--- config.mk ---
export PLATFORM = sky130hd
export DESIGN_NAME = serial_add_ctrl_flat
export DESIGN_NICKNAME = d
export VERILOG_FILES = /design/src/rtl/serial_add_pkg.sv /design/src/rtl/serial_add_ctrl_if.sv /design/src/rtl/serial_add_ctrl.sv /design/src/flat_wrapper.sv
export SDC_FILE = /design/constraint.sdc
export NUM_CORES = 1
export LEC_CHECK = 0
export CAP_MARGIN = 10
export CORE_MARGIN = 2
export CORE_UTILIZATION = 52
export CTS_BUF_LIST = sky130_fd_sc_hd__clkbuf_2 sky130_fd_sc_hd__clkbuf_4 sky130_fd_sc_hd__clkbuf_8
export DETAILED_ROUTE_END_ITERATION = 7
export PLACE_DENSITY = 0.86
export SYNTH_ARGS = -nofsm -noshare
export SYNTH_HDL_FRONTEND = slang
export SYNTH_SLANG_ARGS = --single-unit
--- constraint.sdc ---
create_clock -name clk -period 2.6 [get_ports clk]
set_input_delay 0.52 -clock clk [delete_from_list [all_inputs] [get_ports clk]]
set_output_delay 0.52 -clock clk [all_outputs]
set_load 0.005 [all_outputs]
--- src/rtl/serial_add_pkg.sv ---
// Shared types and defaults for the serial-adder controller.
// The state encoding is shared so the bench and any future wrappers agree on it.
package serial_add_pkg;

  localparam int DEFAULT_N = 4;

  typedef enum logic [2:0] {
    IDLE = 3'd0,
    CLR  = 3'd1,
    LOAD = 3'd2,
    ADD  = 3'd3,
    DONE = 3'd4
  } state_t;

endpackage

--- src/rtl/serial_add_ctrl_if.sv ---
// Operand/result handshake bundle between a producer/consumer and the controller.
// The controller side uses the slave modport.
interface serial_add_ctrl_if #(
  parameter int N = serial_add_pkg::DEFAULT_N
);

  logic         in_valid;
  logic         in_ready;
  logic [N-1:0] in_a;
  logic [N-1:0] in_b;
  logic         out_valid;
  logic         out_ready;
  logic [N-1:0] out_sum;
  logic         out_cy;

  modport master (
    output in_valid,
    output in_a,
    output in_b,
    output out_ready,
    input  in_ready,
    input  out_valid,
    input  out_sum,
    input  out_cy
  );

  modport slave (
    input  in_valid,
    input  in_a,
    input  in_b,
    input  out_ready,
    output in_ready,
    output out_valid,
    output out_sum,
    output out_cy
  );

endinterface

--- src/rtl/serial_add_ctrl.sv ---
// Controller that drives an external bit-serial adder: clears it, loads both operands
// LSB first, collects N sum bits plus the final carry, then holds the result until taken.
module serial_add_ctrl
  import serial_add_pkg::*;
#(
  parameter int N = DEFAULT_N
) (
  input  logic              clk,
  input  logic              rst,
  serial_add_ctrl_if.slave  bus,
  output logic              si_1,
  output logic              si_2,
  output logic              load,
  input  logic              sum_in,
  input  logic              cy_in
);

  localparam int            CW   = (N > 1) ? $clog2(N) : 1;
  localparam logic [CW-1:0] LAST = CW'(N - 1);

  state_t        state;
  state_t        state_nx;
  logic [CW-1:0] cnt;
  logic [N-1:0]  op_a;
  logic [N-1:0]  op_b;
  logic [N-1:0]  result;
  logic          carry;

  logic          xfer;
  logic          in_phase;
  logic          phase_end;

  assign xfer      = bus.in_valid && (state == IDLE);
  assign in_phase  = (state == CLR) || (state == LOAD) || (state == ADD);
  assign phase_end = in_phase && (cnt == LAST);

  // NOTE: every signal driven here gets a default before the case, so no path can
  // leave one unassigned and infer a latch.
  always_comb begin
    state_nx      = state;
    bus.in_ready  = 1'b0;
    bus.out_valid = 1'b0;
    load          = 1'b1;
    si_1          = 1'b0;
    si_2          = 1'b0;
    case (state)
      IDLE: begin
        bus.in_ready = 1'b1;
        if (bus.in_valid) state_nx = CLR;
      end
      CLR: begin
        if (phase_end) state_nx = LOAD;
      end
      LOAD: begin
        si_1 = op_a[0];
        si_2 = op_b[0];
        if (phase_end) state_nx = ADD;
      end
      ADD: begin
        load = 1'b0;
        if (phase_end) state_nx = DONE;
      end
      DONE: begin
        bus.out_valid = 1'b1;
        if (bus.out_ready) state_nx = IDLE;
      end
      default: state_nx = IDLE;
    endcase
  end

  // NOTE: sequential state uses non-blocking assignments so every register samples
  // the pre-edge values, independent of statement order.
  always_ff @(posedge clk or negedge rst) begin
    if (!rst) state <= IDLE;
    else      state <= state_nx;
  end

  // Operands, counter and result are few bits wide, so they are all cleared on reset;
  // that is what lets an aborted operation leave nothing behind on out_sum/out_cy.
  // NOTE: unlike a RAM array, these small holding registers are reset explicitly.
  always_ff @(posedge clk or negedge rst) begin
    if (!rst) begin
      cnt    <= '0;
      op_a   <= '0;
      op_b   <= '0;
      result <= '0;
      carry  <= 1'b0;
    end else begin
      if (in_phase) cnt <= phase_end ? '0 : cnt + CW'(1);
      else          cnt <= '0;

      // Operands shift right during LOAD so bit k sits in position 0 in LOAD cycle k.
      if (xfer) begin
        op_a <= bus.in_a;
        op_b <= bus.in_b;
      end else if (state == LOAD) begin
        op_a <= op_a >> 1;
        op_b <= op_b >> 1;
      end

      if (state == ADD) begin
        result <= {sum_in, result[N-1:1]};
        if (phase_end) carry <= cy_in;
      end
    end
  end

  assign bus.out_sum = result;
  assign bus.out_cy  = carry;

endmodule

--- src/flat_wrapper.sv ---
// flat-port wrapper written by rule: the top's interface ports become plain ports
module serial_add_ctrl_flat import serial_add_pkg::*;
#(
  parameter int N = DEFAULT_N
)
  (clk, rst, si_1, si_2, load, sum_in, cy_in, bus_in_valid, bus_in_a, bus_in_b, bus_out_ready, bus_in_ready, bus_out_valid, bus_out_sum, bus_out_cy);
  serial_add_ctrl_if #(.N(N)) bus_i ();
  input  logic clk;
  input  logic rst;
  output logic si_1;
  output logic si_2;
  output logic load;
  input  logic sum_in;
  input  logic cy_in;
  input wire logic [$bits(bus_i.in_valid)-1:0] bus_in_valid;
  input wire logic [$bits(bus_i.in_a)-1:0] bus_in_a;
  input wire logic [$bits(bus_i.in_b)-1:0] bus_in_b;
  input wire logic [$bits(bus_i.out_ready)-1:0] bus_out_ready;
  output wire logic [$bits(bus_i.in_ready)-1:0] bus_in_ready;
  output wire logic [$bits(bus_i.out_valid)-1:0] bus_out_valid;
  output wire logic [$bits(bus_i.out_sum)-1:0] bus_out_sum;
  output wire logic [$bits(bus_i.out_cy)-1:0] bus_out_cy;
  assign bus_i.in_valid = bus_in_valid;
  assign bus_i.in_a = bus_in_a;
  assign bus_i.in_b = bus_in_b;
  assign bus_i.out_ready = bus_out_ready;
  assign bus_in_ready = bus_i.in_ready;
  assign bus_out_valid = bus_i.out_valid;
  assign bus_out_sum = bus_i.out_sum;
  assign bus_out_cy = bus_i.out_cy;
  serial_add_ctrl #(.N(N)) u_core (.clk(clk), .rst(rst), .bus(bus_i), .si_1(si_1), .si_2(si_2), .load(load), .sum_in(sum_in), .cy_in(cy_in));
endmodule
==> summary.md <==
| Metric | Value |
|---|---|
| Status | `complete, no violations` |
| Hold crit path type | `reg2reg` |
| Largest family of logic cells by synthesized area | `simple AND/OR/NAND/NOR gates` |
| CP max stage delay | `0.54 ns` |
| Syn Nets | `82` |
| Async SR Flop Fraction | `100%` |
| WP buf/inv | `1` |
| Fin Setup TNS | `0 ns` |
| EDFF count, synth | `0` |
| Min-delay src | `u_core.cnt[0]$_DFF_PN0_` |
| Max Clk Rate | `444 MHz` |
| Total number of vias | `600` |
| Vias per inst | `5.61` |
| Die area | `2000 µm²` |
| Max_cap viols | `0` |
| Clk_skew | `0.00466 ns` |
| Root Buffer | `clkbuf_4` |
| Mean Syn Cell Area | `12.8 µm²` |
| Register area | `450 µm²` |
| Seq cells post-synth | `18` |
| Clk Latency, worst-skew pair | `0.28 ns` |
| Setup Viol. Count Final | `0` |
| Synth top cells by count | `dfrtp_1, mux2_2` |
| Sink Count | `18` |
| Comb pwr share | `42.9%` |
| Pin count of the biggest net entering global routing | `19` |
| Ys flop type | `dfrtp_1` |
| Net Switching | `0.392 mW` |
| Synth Area in Adders | `1.45%` |
| Initial antenna violation count | `0` |
| Count leader, synth | `dfrtp_1` |
| Overall routing resource usage | `18.0%` |
| Yosys warning total | `0` |
| First-pass detailed-route iteration total | `4` |
| CP Launch Type | `flip-flop` |
| Worst Tran Pin Value | `0.772 ns` |
| CTS tree | `done` |
| CTS Buf Count | `3` |
| Worst endpoint required time | `2.08 ns` |
| Port buffer count | `23` |
| Synth top area cells | `dfrtp_1, mux2_2, mux2i_1` |
| RSZ-0062 raised after global routing | `no` |
| DRC violations left | `0` |
| Part of the power in registers | `43.3%` |
| CP cell instances | `nor3b_4 -> and2_1 -> clkdlybuf4s50_1` |
| Clk slew on worst S/H paths | `0.11 ns` |
| Post-Route WL | `1540 µm` |
| Gr ovfl total | `0` |
| Crit Path Max Fanout | `9` |
| Multi-input logic area | `372 µm²` |
| Worst vdd ir | `0.000837 V` |
| Height of the die | `44.7 µm` |
| Slowest cell on crit path | `dfrtp_1` |
| Post-Syn Area | `861 µm²` |
| N_diodes | `0` |
| CP Launch Point | `u_core.state[1]$_DFFE_PN0P_` |
| Yosys cell types | `26` |
| Gpl congestion | `0.815` |
| H-Tree Depth | `1` |
| Hold buffers post-CTS | `0` |
| Reg2Reg Depth | `3` |
| Sequential area share after synthesis | `52.3%` |
| Post-DP HPWL | `1180 µm` |
| Fin. max-slew vios | `0` |
| Hold depth | `1` |
| Vias in the first global route | `615` |
| Setup slack at placement | `0.654 ns` |
| Compound-Gate Fraction of Synth Area | `11.0%` |
| Synthesis-to-layout area growth | `30.1%` |
| Internal Power | `0.830 mW` |
| Synth area leader | `dfrtp_1` |
| Initial core utilization | `56.5%` |
| Fin. Hold Viols | `0` |
| Tmin final | `2.25 ns` |
| Core ar. | `1520 µm²` |
| Share of the synthesized area in the top cell type | `52.3%` |
| Clock power share | `13.8%` |
| Final worst-path cycle share | `86.7%` |
| P_leak | `0.471 nW` |
| First-pass GRT wire length | `2630 µm` |
| CTS max path bufs | `2` |
| Switch share | `32.1%` |
| Antenna-violating nets left | `0` |
| Top delay family on crit path | `flip-flops` |
| Drt wl/cell | `14.4 µm` |
| Stages on worst setup path | `3` |
| WP data arrival | `1.73 ns` |
| Final #Nets | `107` |
| Synth Area in XOR/XNOR | `1.02%` |
| Post-CTS sizing | `0` |
| Critical R2R Launch | `u_core.state[0]$_DFFE_PN0P_` |
| Pwr Density | `1090 nW/µm²` |
| Core Rows | `14` |
| Die W | `44.7 µm` |
| Fillers | `102` |
| Simple-Gate Fraction of Synth Area | `17.2%` |
| Layout cells sized above 1 | `24.2%` |
| Fin worst setup slack | `0.347 ns` |
| Setup crit end kind | `output port` |
| I/O Pins | `24` |
| Mux contribution to synthesized area | `12.5%` |
| Setup Buffers After CTS | `0` |
| Worst slew margin | `48.4%` |
| Mapped Cells | `67` |
| Critical path class | `reg2out` |
| DR iter-0 viols | `18` |
==> power by group through the flow <==
stage          combinational, mW  clock [mW]  sequential, mW
2_1_floorplan              0.399           0           0.475
3_3_place_gp               0.517           0           0.531
3_5_place_dp               0.531           0           0.535
4_1_cts                    0.535       0.173           0.529
5_1_grt                    0.578       0.183           0.550
6_report                   0.524       0.169           0.529
==> sequential cells by signal, summed over array words and instances (netlist names) <==
register            flops
u_core.cnt              2
u_core.op_a             4
u_core.bus.out_sum      4
u_core.bus.out_cy       1
u_core.op_b             4
u_core.state            3
==> routing by layer <==
metal | track usage, % | part of all wire (%) | up-vias
met4 | 1.82 | 0 | 0
met3 | 2.86 | 6.1 | 0
met1 | 23.1 | 41 | 293
met5 | 0 | 0 | -
met2 | 32.8 | 53 | 20
li1 | - | - | 287
==> stage by stage <==
step,cells,utilization (%),power [mW],hold WS (ns),instance area (µm²)
finish,107,73.5,1.22,0.466,1120
floorplan,67,-,0.875,0.224,861
detailed placement,103,71.1,1.07,0.446,1080
CTS,107,73.5,1.24,0.462,1120
global route,107,73.5,1.31,0.497,1120
global placement,103,71.1,1.05,0.428,1080
==> cell usage in the layout, fill, tap and decap left out, drive strengths merged, types with 2 or more instances in the layout <==
| master | synthesis | final |
|---|---|---|
| nand2 | 2 | 2 |
| a22o | 4 | 4 |
| dfrtp | 18 | 18 |
| clkbuf | 0 | 4 |
| nor2 | 8 | 8 |
| clkdlybuf4s50 | 0 | 23 |
| and2 | 2 | 2 |
| mux2i | 4 | 4 |
| nor3b | 2 | 2 |
| o21ai | 2 | 2 |
| a21oi | 4 | 4 |
| mux2 | 6 | 6 |
| a21o | 2 | 2 |
==> worst paths after layout <==
check,slack [ns],to
setup / recovery,0.35,si_2
hold / removal,0.47,u_core.cnt[0]$_DFF_PN0_
setup reg to reg,1.10,u_core.op_b[3]$_DFFE_PN0P_
hold reg to reg,0.47,u_core.cnt[0]$_DFF_PN0_
max in group asynchronous,1.44,u_core.bus.out_sum[1]$_DFFE_PN0P_
min in group asynchronous,0.68,u_core.op_a[3]$_DFFE_PN0P_
==> area by class of cell <==
cell class                      instances  share of cell area (%)
Sequential cell                        18                    40.2
Multi-Input combinational cell         44                    33.2
Timing Repair Buffer                   24                    21.2
Clock buffer                            4                    3.24
Tap cell                               16                    1.79
Inverter                                1                   0.335
==> cells by family (layout without fill, tap and decap cells) <==
logic type | count (synthesis) | in the layout
AOI/OAI and AO/OA | 12 | 12
xor gates and xnor gates | 1 | 1
adders and majority gates | 1 | 1
buffers and inverters | 5 | 29
DFF | 18 | 18
muxes | 10 | 10
and+or+nand+nor | 20 | 20
No activity file was read; power rests on OpenSTA's default activity.
